<file path="config.mk">
export PLATFORM = sky130hd
export DESIGN_NAME = cmd_sequencer
export DESIGN_NICKNAME = d
export VERILOG_FILES = /design/src/rtl/cmd_sequencer_pkg.sv /design/src/rtl/cmd_sequencer_op_timer.sv /design/src/rtl/cmd_sequencer.sv
export SDC_FILE = /design/constraint.sdc
export NUM_CORES = 1
export LEC_CHECK = 0
export CORE_MARGIN = 2
export CORE_UTILIZATION = 35
export CTS_CLUSTER_SIZE = 40
export DETAILED_ROUTE_END_ITERATION = 6
export GPL_ROUTABILITY_DRIVEN = 0
export SLEW_MARGIN = 40
export SYNTH_ARGS = -nofsm -noshare
export SYNTH_HDL_FRONTEND = slang
export SYNTH_SLANG_ARGS = --single-unit
</file>
<file path="constraint.sdc">
create_clock -name clk -period 2.75 [get_ports clk]
set_clock_uncertainty 0.15 [all_clocks]
set_input_delay 0.6875 -clock clk [delete_from_list [all_inputs] [get_ports clk]]
set_output_delay 0.6875 -clock clk [all_outputs]
set_load 0.02 [all_outputs]
</file>
<file path="src/rtl/cmd_sequencer_pkg.sv">
// Shared types and constants for the command sequencer: FSM states, opcode
// values, response bytes and the opcode classifier used by the dispatcher.
package cmd_pkg;

   localparam int CMD_W    = 16;
   localparam int OPCODE_W = 4;
   localparam int ARG_W    = 12;
   localparam int RESP_W   = 8;

   localparam int                DEF_TIMEOUT_CYC = 65536;
   localparam logic [RESP_W-1:0] DEF_ACK         = 8'hA5;
   localparam logic [RESP_W-1:0] DEF_NAK         = 8'h5A;
   localparam logic [RESP_W-1:0] DEF_TMO         = 8'hEE;

   typedef enum logic [2:0] {
      ST_IDLE,
      ST_DISPATCH,
      ST_WAIT_OP,
      ST_RESP,
      ST_WAIT_SENT
   } state_e;

   typedef enum logic [OPCODE_W-1:0] {
      OP_NOP           = 4'h0,
      OP_FIRST_VALID   = 4'h1,
      OP_LAST_VALID    = 4'h7,
      OP_FIRST_ILLEGAL = 4'h8
   } opcode_e;

   typedef enum logic [1:0] {
      CLS_NOP,
      CLS_OPERATION,
      CLS_ILLEGAL
   } op_class_e;

   // Opcodes 1..7 launch a datapath operation; everything above 7 is rejected.
   function automatic op_class_e classify_opcode(input logic [OPCODE_W-1:0] opcode);
      op_class_e cls;
      if (opcode == OP_NOP) begin
         cls = CLS_NOP;
      end else if (opcode <= OP_LAST_VALID) begin
         cls = CLS_OPERATION;
      end else begin
         cls = CLS_ILLEGAL;
      end
      return cls;
   endfunction

endpackage

</file>
<file path="src/rtl/cmd_sequencer_op_timer.sv">
// Saturating watchdog counter that bounds how long the sequencer waits for
// the datapath to report op_done.
module op_timer #(
   parameter int TIMEOUT_CYC = 65536
) (
   input  logic clk,
   input  logic rst_n,
   input  logic clear,
   input  logic enable,
   output logic expired
);

   localparam int               CNT_W      = (TIMEOUT_CYC > 2) ? $clog2(TIMEOUT_CYC) : 1;
   localparam logic [CNT_W-1:0] CNT_LAST   = CNT_W'(TIMEOUT_CYC - 1);
   localparam logic [CNT_W-1:0] CNT_EXPIRE = CNT_W'(TIMEOUT_CYC - 2);

   logic [CNT_W-1:0] count_q;
   logic [CNT_W-1:0] count_d;

   always_comb begin
      count_d = count_q;
      if (clear) begin
         count_d = '0;
      end else if (enable && (count_q != CNT_LAST)) begin
         count_d = count_q + 1'b1;
      end
   end

   // Flags the cycle in which the count steps onto TIMEOUT_CYC-1.
   assign expired = enable && !clear && (count_q == CNT_EXPIRE);

   always_ff @(posedge clk or negedge rst_n) begin
      if (!rst_n) begin
         count_q <= '0;
      end else begin
         count_q <= count_d;
      end
   end

endmodule

</file>
<file path="src/rtl/cmd_sequencer.sv">
// Command sequencer: takes 16-bit commands from the UART wrapper, dispatches
// them to the datapath and returns a one-byte ACK/NAK/timeout response.
module cmd_sequencer
   import cmd_pkg::*;
#(
   parameter int                TIMEOUT_CYC = DEF_TIMEOUT_CYC,
   parameter logic [RESP_W-1:0] ACK         = DEF_ACK,
   parameter logic [RESP_W-1:0] NAK         = DEF_NAK,
   parameter logic [RESP_W-1:0] TMO         = DEF_TMO
) (
   input  logic                clk,
   input  logic                rst_n,
   input  logic                cmd_rdy,
   input  logic [CMD_W-1:0]    cmd,
   output logic                clr_cmd_rdy,
   output logic                op_start,
   output logic [OPCODE_W-1:0] op_code,
   output logic [ARG_W-1:0]    op_arg,
   input  logic                op_done,
   output logic                send_resp,
   output logic [RESP_W-1:0]   resp,
   input  logic                resp_sent,
   output logic                busy
);

   state_e              state_q, state_d;
   logic [OPCODE_W-1:0] op_code_q, op_code_d;
   logic [ARG_W-1:0]    op_arg_q, op_arg_d;
   logic [RESP_W-1:0]   resp_q, resp_d;
   logic                clr_cmd_rdy_q, clr_cmd_rdy_d;
   logic                op_start_q, op_start_d;
   logic                send_resp_q, send_resp_d;
   logic                busy_q, busy_d;

   logic timer_clear;
   logic timer_enable;
   logic timer_expired;

   // Timer controls depend only on the current state, keeping expired loop-free.
   assign timer_clear  = (state_q == ST_DISPATCH);
   assign timer_enable = (state_q == ST_WAIT_OP);

   op_timer #(
      .TIMEOUT_CYC(TIMEOUT_CYC)
   ) u_op_timer (
      .clk    (clk),
      .rst_n  (rst_n),
      .clear  (timer_clear),
      .enable (timer_enable),
      .expired(timer_expired)
   );

   always_comb begin
      state_d       = state_q;
      op_code_d     = op_code_q;
      op_arg_d      = op_arg_q;
      resp_d        = resp_q;
      clr_cmd_rdy_d = 1'b0;
      op_start_d    = 1'b0;
      send_resp_d   = 1'b0;

      unique case (state_q)
         ST_IDLE: begin
            if (cmd_rdy) begin
               op_code_d     = cmd[CMD_W-1:ARG_W];
               op_arg_d      = cmd[ARG_W-1:0];
               clr_cmd_rdy_d = 1'b1;
               state_d       = ST_DISPATCH;
            end
         end

         ST_DISPATCH: begin
            unique case (classify_opcode(op_code_q))
               CLS_NOP: begin
                  resp_d  = ACK;
                  state_d = ST_RESP;
               end
               CLS_OPERATION: begin
                  op_start_d = 1'b1;
                  state_d    = ST_WAIT_OP;
               end
               default: begin
                  resp_d  = NAK;
                  state_d = ST_RESP;
               end
            endcase
         end

         // A completion arriving on the timeout cycle still counts as success.
         ST_WAIT_OP: begin
            if (op_done) begin
               resp_d  = ACK;
               state_d = ST_RESP;
            end else if (timer_expired) begin
               resp_d  = TMO;
               state_d = ST_RESP;
            end
         end

         ST_RESP: begin
            send_resp_d = 1'b1;
            state_d     = ST_WAIT_SENT;
         end

         ST_WAIT_SENT: begin
            if (resp_sent) begin
               state_d = ST_IDLE;
            end
         end

         default: begin
            state_d = ST_IDLE;
         end
      endcase

      busy_d = (state_d != ST_IDLE);
   end

   always_ff @(posedge clk or negedge rst_n) begin
      if (!rst_n) begin
         state_q       <= ST_IDLE;
         op_code_q     <= '0;
         op_arg_q      <= '0;
         resp_q        <= '0;
         clr_cmd_rdy_q <= 1'b0;
         op_start_q    <= 1'b0;
         send_resp_q   <= 1'b0;
         busy_q        <= 1'b0;
      end else begin
         state_q       <= state_d;
         op_code_q     <= op_code_d;
         op_arg_q      <= op_arg_d;
         resp_q        <= resp_d;
         clr_cmd_rdy_q <= clr_cmd_rdy_d;
         op_start_q    <= op_start_d;
         send_resp_q   <= send_resp_d;
         busy_q        <= busy_d;
      end
   end

   assign clr_cmd_rdy = clr_cmd_rdy_q;
   assign op_start    = op_start_q;
   assign op_code     = op_code_q;
   assign op_arg      = op_arg_q;
   assign send_resp   = send_resp_q;
   assign resp        = resp_q;
   assign busy        = busy_q;

endmodule

</file>
## After elaboration in Yosys (flattened, before gate mapping)

Cells that the tools add are included.

- Register bits: 47
- Latch bits: 0
- Bits in writable memories: 0
- ROM bits: 0
- Output and inout bits: 28
- Memories kept: 0

- Add/subtract/negate cells: 1
- Multipliers: 0
- Div/mod/pow operators: 0
- Order comparisons: 1
- Eq/ne operators: 9
- Shift operators: 0
- Multiplexer cells: 20
- Bitwise operators: 0
- Reduce and logical (&&, ||, !) cells: 12

Operator list:

| kind | count |
|---|---|
| $mux 16 | 2 |
| $pmux 8 s2 | 2 |
| $add 16x1->16 const B | 1 |
| $eq 16x16->1 const B | 1 |
| $mux 8 | 2 |
| $ne 16x16->1 const B | 1 |
| $pmux 3 s5 | 1 |
| $mux 3 | 4 |
| $eq 3x2->1 const B | 2 |
| $mux 1 | 6 |
| $mux 2 | 3 |
| $le 4x3->1 const B | 1 |
| $logic_not 4->1 | 1 |
| $reduce_bool 2->1 | 2 |
| $eq 3x1->1 const B | 1 |
| $eq 3x3->1 const B | 1 |
| $logic_and 1x1->1 | 3 |
| $logic_not 3->1 | 1 |
| $ne 3x3->1 const B | 1 |
| $reduce_and 3->1 | 1 |
| $reduce_bool 3->1 | 1 |
| $eq 2x1->1 const B | 1 |
| $logic_not 2->1 | 1 |
| $ne 2x2->1 const B | 1 |
| 2 further kinds | 2 |

## Longest topological paths before layout

Gate-level depths: netlist of run 1.

- Depth after elaboration: 8
- Gate-level depth with buffers: 6
- Gate-level depth less buffers: 6

## Modules after synthesis

From an unflattened synthesis of run 1, not the netlist that was laid out.

- Cells, all modules: 182
- Area, all modules: 2,039.5 um2

Modules (own cells, without submodules):

| module | times used | cells each | area an instance (um2) | sequential area each (um2) |
|---|---|---|---|---|
| cmd_sequencer | 1 | 75 | 1,083.5 | 675.6 |
| op_timer | 1 | 107 | 955.9 | 400.4 |

## Least setup slack after synthesis of run 1

OpenSTA, ideal clock, no wires.

- Kind: register to register
- From: register state_q[0]
- To: register u_op_timer.count_q[15]
- Data arrival time: 2.355 ns
- Slack: 0.167 ns
- Cell stages (with the launch flop): 6
- Path buffers: 0
- Cell sequence: dfrtp_1 > or3b_4 > or4_4 > or4_4 > or3_1 > a21oi_1

- Longest elaborated chain between the ends: 3
- Elaborated cells on any way between the ends: 5
- Classes of those cells: eq/ne: 2; mux: 1; reduce/logical: 2

Ends and longest elaborated chain:

| what | RTL line | text |
|---|---|---|
| start: declaration | cmd_sequencer.sv:26 | `state_e state_q, state_d;` |
| start signal: assignment | cmd_sequencer.sv:130 | `state_q <= state_d;` |
| $eq 3x2->1 | cmd_sequencer.sv:41 | `assign timer_enable = (state_q == ST_WAIT_OP);` |
| $logic_and 1x1->1 | cmd_sequencer_op_timer.sv:24 | `end else if (enable && (count_q != CNT_LAST)) begin` |
| $reduce_bool 2->1 (no source line) | n/a |  |
| end signal: assignment | cmd_sequencer_op_timer.sv:36 | `count_q <= count_d;` |
| end: declaration | cmd_sequencer_op_timer.sv:17 | `logic [CNT_W-1:0] count_q;` |

Several ways; a longest one is shown, not always the timed one.
A chain may end at the register's enable or synchronous reset.

## Worst setup path in the final report of run 1

Same ends and word-level chain as after synthesis.

==> impl_metrics.env, run 1 <==
export IMPL_status="completed"
export IMPL_hp_class="primary input to async pin"
export IMPL_path_common_cell="or4_4"
export IMPL_die_h_microns=78.0
export IMPL_path_buf_inv=0
export IMPL_crit_cells=5
export IMPL_reg2reg_depth=5
export IMPL_grt_start_max_net_pins=44
export IMPL_firstDrtPassIters=4
export IMPL_p_per_area_mw_per_mm2=1040
export IMPL_cp_slowest_cell="or4_4"
export IMPL_syn_inst=163
export IMPL_drive_gt1_share_pct=19.2
export IMPL_io_pins=49
export IMPL_totalPowerFinal_mw=2.70
export IMPL_startpoint="state_q[0]$_DFF_PN0_"
export IMPL_initial_core_util_pct=36.8
export IMPL_cp_data_required_time_ps=2820
export IMPL_postRouteAntennaNets=0
export IMPL_synthFlopType="dfrtp_1"
export IMPL_dieArea_sq_mm=0.00608
export IMPL_clk_insertion_delay_late_ps=290
export IMPL_yosys_area_top_type="dfrtp_1"
export IMPL_grt_pass1_wl_mm=7.33
export IMPL_cts_setup_buffers=0
export IMPL_fin_nets=241
export IMPL_synth_edf_count=0
export IMPL_rsz0062_at_grt="false"
export IMPL_vias_per_cell=5.09
export IMPL_ys_seq_elements=43
export IMPL_worstSetupEndpoint="u_op_timer.count_q[15]$_DFFE_PN0P_"
export IMPL_syn_cell_area_sq_mm=0.00192
export IMPL_p_leak_nw=1.08
export IMPL_area_delta_synth_final_pct=35.1
export IMPL_end_kind="flop"
export IMPL_cts_resized=0
export IMPL_synth_common_cells="43 x dfrtp_1, 17 x mux2_2, 17 x nand2_1"
export IMPL_grt_ovfl_total=0
export IMPL_crit_chain="or3b_4, or4_4, or4_4, or3_1, a21oi_1"
export IMPL_p_clk_share_pct=14.5
export IMPL_antenna_found_initial=0
export IMPL_worst_pin_slew_ps=551
export IMPL_synth_nets=186
export IMPL_first_global_vias=1589
export IMPL_fmax_ghz=0.380
export IMPL_drcViolationCount=0
export IMPL_clock_root_buffer="clkbuf_8"
export IMPL_drt_wl_total_mm=4.09
export IMPL_coreArea_sq_mm=0.00520
export IMPL_cap_violations=0
export IMPL_yosys_top_cells_area="dfrtp_1 56%, mux2_2 10%, nand2_1 3.3%"
export IMPL_avgRoutedWirePerCell_microns=14.2
export IMPL_synth_top_cell_area_share_pct=56.1
export IMPL_hold_violations=0
export IMPL_relSlewSlack_pct=63.0
export IMPL_timing_rr_end="u_op_timer.count_q[15]$_DFFE_PN0P_"
export IMPL_die_x_microns=78.0
export IMPL_yosys_cell_count_top_type="dfrtp_1"
export IMPL_yosysUniqueCellTypes=38
export IMPL_drt_iter0_drc=192
export IMPL_setup_viol=0
export IMPL_cpPeakStageDelay_ps=580
export IMPL_htreeDepth=2
export IMPL_crit_path_start_kind="flop"
export IMPL_port_buffers=48
export IMPL_cp_top_family="simple AND/OR/NAND/NOR gates"
export IMPL_fill_cells=467
export IMPL_fin_crit_sh_pct=95.7
export IMPL_min_period_ps=2630
export IMPL_avgSynthCellArea_sq_um=11.8
export IMPL_critical_path_class="flop to flop"
export IMPL_synth_seq_area_share_pct=56.1
export IMPL_arrival_ps=2700
export IMPL_clockBufferDepth=2
export IMPL_r2r_start="state_q[0]$_DFF_PN0_"
export IMPL_clk_pin_slew_worst_paths_ps=80
export IMPL_row_count=26
export IMPL_cts_tree="built"
export IMPL_cts_buffers=5
export IMPL_seqPwrFrac_pct=36.6
export IMPL_p_int_mw=1.71
export IMPL_drv_slew=0
export IMPL_power_switching_share_pct=36.7
export IMPL_tns_ps=0
export IMPL_ys_warnings_count=0
export IMPL_clkSinkCount=43
export IMPL_timing_reg2reg_setup_slack_ps=120
export IMPL_pwr_share_comb_pct=48.8
export IMPL_synth_async_sr_flop_share_pct=100
export IMPL_grt_usage_pct=14.9
export IMPL_via_count=1472
export IMPL_crit_fanout=5
export IMPL_vdd_drop_max_v=0.000537
export IMPL_p_sw_mw=0.990
export IMPL_antenna_cells=0
export IMPL_dpl_hpwl_mm=2.94
export IMPL_ctsHoldBuffers=0
cells in the final DEF (no fill, tap or decap), types with 2 or more instances in the layout:
cell type	count
a31oi_1	3
ha_1	2
dfrtp_1	43
mux2i_1	4
xor2_1	2
o21ai_0	4
nor4b_1	2
or2_2	2
a21oi_1	4
nor3_1	6
clkdlybuf4s50_1	47
buf_4	8
mux2_2	17
xnor2_1	6
or4_4	2
clkbuf_8	5
inv_1	3
nand2_1	17
nor2_1	11
nor3b_1	2
nand3_1	7
how the worst min path moves through the flow:
| stage | end | slack, ps | cells after the start |
|---|---|---|---|
| global placement | u_op_timer.count_q[5]$_DFFE_PN0P_ | 320 | 1 |
| global route | u_op_timer.count_q[13]$_DFFE_PN0P_ | 260 | 1 |
| floorplan | busy$_DFF_PN0_ | 240 | 0 |
| finish | state_q[2]$_DFF_PN0_ | 210 | 1 |
| detailed placement | op_arg[1]$_DFFE_PN0P_ | 350 | 1 |
| CTS | send_resp$_DFF_PN0_ | 250 | 1 |
metrics by stage:
stage	hold slack [ps]	instances	worst slack [ps]	instance area, sq um	util (%)
finish	214	289	117	2590	49.8
global route	259	289	59.3	2590	49.8
CTS	248	289	114	2580	49.6
detailed placement	346	281	132	2500	48.0
global placement	315	281	196	2500	48.0
floorplan	242	163	167	1920	-
flip-flops by register name (all words and copies together), names as in the netlist:
signal              flops
op_start                1
clr_cmd_rdy             1
op_arg                 12
send_resp               1
busy                    1
state_q                 3
op_code                 4
resp                    4
u_op_timer.count_q     16
area by class of cell:
| class | count | area (sq um) | share of cell area (%) |
|---|---|---|---|
| repair buffers | 55 | 531 | 20.5 |
| inverters | 3 | 11.3 | 0.435 |
| flip-flops and latches | 43 | 1080 | 41.5 |
| multi-input cells | 110 | 800 | 30.9 |
| clock inverters | 2 | 12.5 | 0.483 |
| clock buffers | 6 | 72.6 | 2.80 |
| well taps | 70 | 87.6 | 3.38 |
power by group through the flow:
stage / logic [mW] / registers [mW] / clock network, mW
floorplan: 0.511 / 1.21 / 0
global placement: 1.31 / 0.989 / 0
detailed placement: 1.33 / 0.996 / 0
CTS: 1.33 / 0.990 / 0.402
global route: 1.42 / 1.02 / 0.441
finish: 1.32 / 0.988 / 0.392
per-layer routing:
metal / part of all wire [%] / vias up / GRT usage, % / wire [microns]
met5: 0 / - / 0 / 0
li1: - / 686 / - / -
met3: 6.3 / 3 / 4.65 / 256
met4: 0.44 / 0 / 3.16 / 18
met1: 43 / 733 / 18.5 / 1750
met2: 51 / 50 / 25.6 / 2070
worst register-to-register path: cells and delay by family, from the launching register on:
| family | cells | cell delay (ps) |
|---|---|---|
| AND/OR/NAND/NOR | 4 | 1870 |
| flip-flops | 1 | 390 |
| AO/OA/AOI/OAI | 1 | 160 |
kinds of logic after synthesis:
logic type	share of synthesized area [%]
DFF	56.1
buffers and inverters	2.94
and+or+nand+nor	18.3
adders and majority gates	1.31
AOI/OAI and AO/OA	5.61
muxes	12.1
xor gates and xnor gates	3.66
(Power assumes the default switching activity.)
==> run 2, diff against run 1 <==
CORE_UTILIZATION = 43   (was 35)
PLACE_DENSITY = 0.74   (was default)
==> impl_metrics.env, run 2 (synthesis gave the netlist of run 1 again) <==
export IMPL_final_cell_mix="47 x clkdlybuf4s50_1, 43 x dfrtp_1, 17 x nand2_1, 17 x mux2_2, 11 x nor2_1"
export IMPL_fill_cells=377
export IMPL_clock_root_buffer="clkbuf_8"
export IMPL_clk_pin_slew_worst_paths_ps=80
export IMPL_reg2reg_depth=5
export IMPL_final_common_cell="clkdlybuf4s50_1"
export IMPL_relSlewSlack_pct=52.6
export IMPL_power_switching_share_pct=36.5
export IMPL_drv_slew=0
export IMPL_port_buffers=48
export IMPL_cts_buffers=5
export IMPL_antenna_cells=0
export IMPL_end_kind="flop"
export IMPL_cp_data_required_time_ps=2820
export IMPL_largest_register_ffs=16
export IMPL_dieArea_sq_mm=0.00501
export IMPL_initial_core_util_pct=44.3
export IMPL_regMostFlops="u_op_timer.count_q"
export IMPL_setup_viol=0
export IMPL_final_core_util_pct=59.8
export IMPL_hp_class="primary input to async pin"
export IMPL_use_met3_pct=4.42
export IMPL_gr_usage_met2_pct=25.1
export IMPL_fin_nets=243
export IMPL_antenna_found_initial=0
export IMPL_drcViolationCount=0
export IMPL_status="completed"
export IMPL_cap_violations=0
export IMPL_drt_wl_total_mm=3.81
export IMPL_vdd_drop_max_v=0.000676
export IMPL_p_clk_share_pct=14.7
export IMPL_drive_gt1_share_pct=19.5
export IMPL_vias_per_cell=5.20
export IMPL_postRouteAntennaNets=0
export IMPL_grt_usage_pct=16.7
export IMPL_fmax_ghz=0.384
export IMPL_crit_fanout=5
export IMPL_grt_start_max_net_pins=29
export IMPL_ctsHoldBuffers=0
export IMPL_top_usage_layer="met2"
export IMPL_rsz0062_at_grt="false"
export IMPL_first_global_vias=1397
export IMPL_pwr_share_comb_pct=48.8
export IMPL_gr_usage_met1_pct=21.8
export IMPL_holdWs_ps=247
export IMPL_arrival_ps=2680
export IMPL_worst_pin_slew_ps=708
export IMPL_fin_crit_sh_pct=94.8
export IMPL_firstDrtPassIters=4
export IMPL_cts_setup_buffers=0
export IMPL_die_x_microns=70.8
export IMPL_hold_violations=0
export IMPL_dpl_hpwl_mm=2.77
export IMPL_die_h_microns=70.8
export IMPL_grt_pass1_wl_mm=6.53
export IMPL_row_count=24
export IMPL_clkSinkCount=43
export IMPL_clockBufferDepth=2
export IMPL_avgRoutedWirePerCell_microns=14.0
export IMPL_min_period_ps=2610
export IMPL_drt_iter0_drc=117
export IMPL_area_delta_synth_final_pct=34.9
export IMPL_cts_tree="built"
export IMPL_tns_ps=0
export IMPL_htreeDepth=2
export IMPL_crit_path_start_kind="flop"
export IMPL_p_per_area_mw_per_mm2=1040
export IMPL_p_leak_nw=1.09
export IMPL_via_count=1420
export IMPL_p_int_mw=1.71
export IMPL_grt_ovfl_total=0
export IMPL_clk_insertion_delay_late_ps=300
export IMPL_seqPwrFrac_pct=36.5
export IMPL_critical_path_class="flop to flop"
export IMPL_coreArea_sq_mm=0.00432
export IMPL_cts_resized=0
export IMPL_p_sw_mw=0.985
export IMPL_totalPowerFinal_mw=2.70
export IMPL_io_pins=49
==> run 2: critical path, stage by stage (launching register included) <==
cell	delay [ps]
dfrtp_1	380
or3b_4	420
or4_4	570
or4_4	540
or3_1	310
a21oi_1	150
==> run 2: metal layers <==
metal,part of all wire (%),routed length [microns]
met5,0,0
met4,2.8,107
met3,5.2,198
met2,45,1710
met1,47,1800
==> run 2: final cells by class <==
| cell class | instances | area, sq um | share of cell area [%] |
|---|---|---|---|
| Clock inverter | 2 | 12.5 | 0.484 |
| Clock buffer | 6 | 72.6 | 2.81 |
| Timing Repair Buffer | 57 | 556 | 21.5 |
| Multi-Input combinational cell | 110 | 793 | 30.7 |
| Tap cell | 52 | 65.1 | 2.52 |
| Inverter | 3 | 11.3 | 0.435 |
| Sequential cell | 43 | 1080 | 41.6 |
==> run 2: worst paths after layout <==
path,from,to,slack (ps)
min in group clk,u_op_timer.count_q[5]$_DFFE_PN0P_,u_op_timer.count_q[5]$_DFFE_PN0P_,340
setup / recovery,state_q[0]$_DFF_PN0_,u_op_timer.count_q[15]$_DFFE_PN0P_,140
hold reg to reg,u_op_timer.count_q[5]$_DFFE_PN0P_,u_op_timer.count_q[5]$_DFFE_PN0P_,340
max in group asynchronous,rst_n,op_start$_DFF_PN0_,1630
hold / removal,rst_n,send_resp$_DFF_PN0_,250
setup reg to reg,state_q[0]$_DFF_PN0_,u_op_timer.count_q[15]$_DFFE_PN0P_,140
==> run 2: stage by stage <==
step                      setup WS (ps)  area, sq um  cells
after floorplan                     167         1920    163
after detailed placement            163         2500    265
after CTS                           144         2590    273
after global routing               30.3         2590    273
after global placement              194         2500    265
final                               143         2590    273
==> run 2: power groups by stage <==
stage               registers, mW  logic (mW)  clock network [mW]
finish                      0.984        1.32               0.396
global route                 1.02        1.39               0.437
CTS                         0.990        1.33               0.406
detailed placement          0.998        1.33                   0
global placement            0.994        1.32                   0
floorplan                    1.21       0.511                   0
==> run 3, diff against run 2 <==
SLEW_MARGIN = default   (was 40)
==> results of run 3 <==
The final DEF is identical to that of run 2; final timing and power are the same.
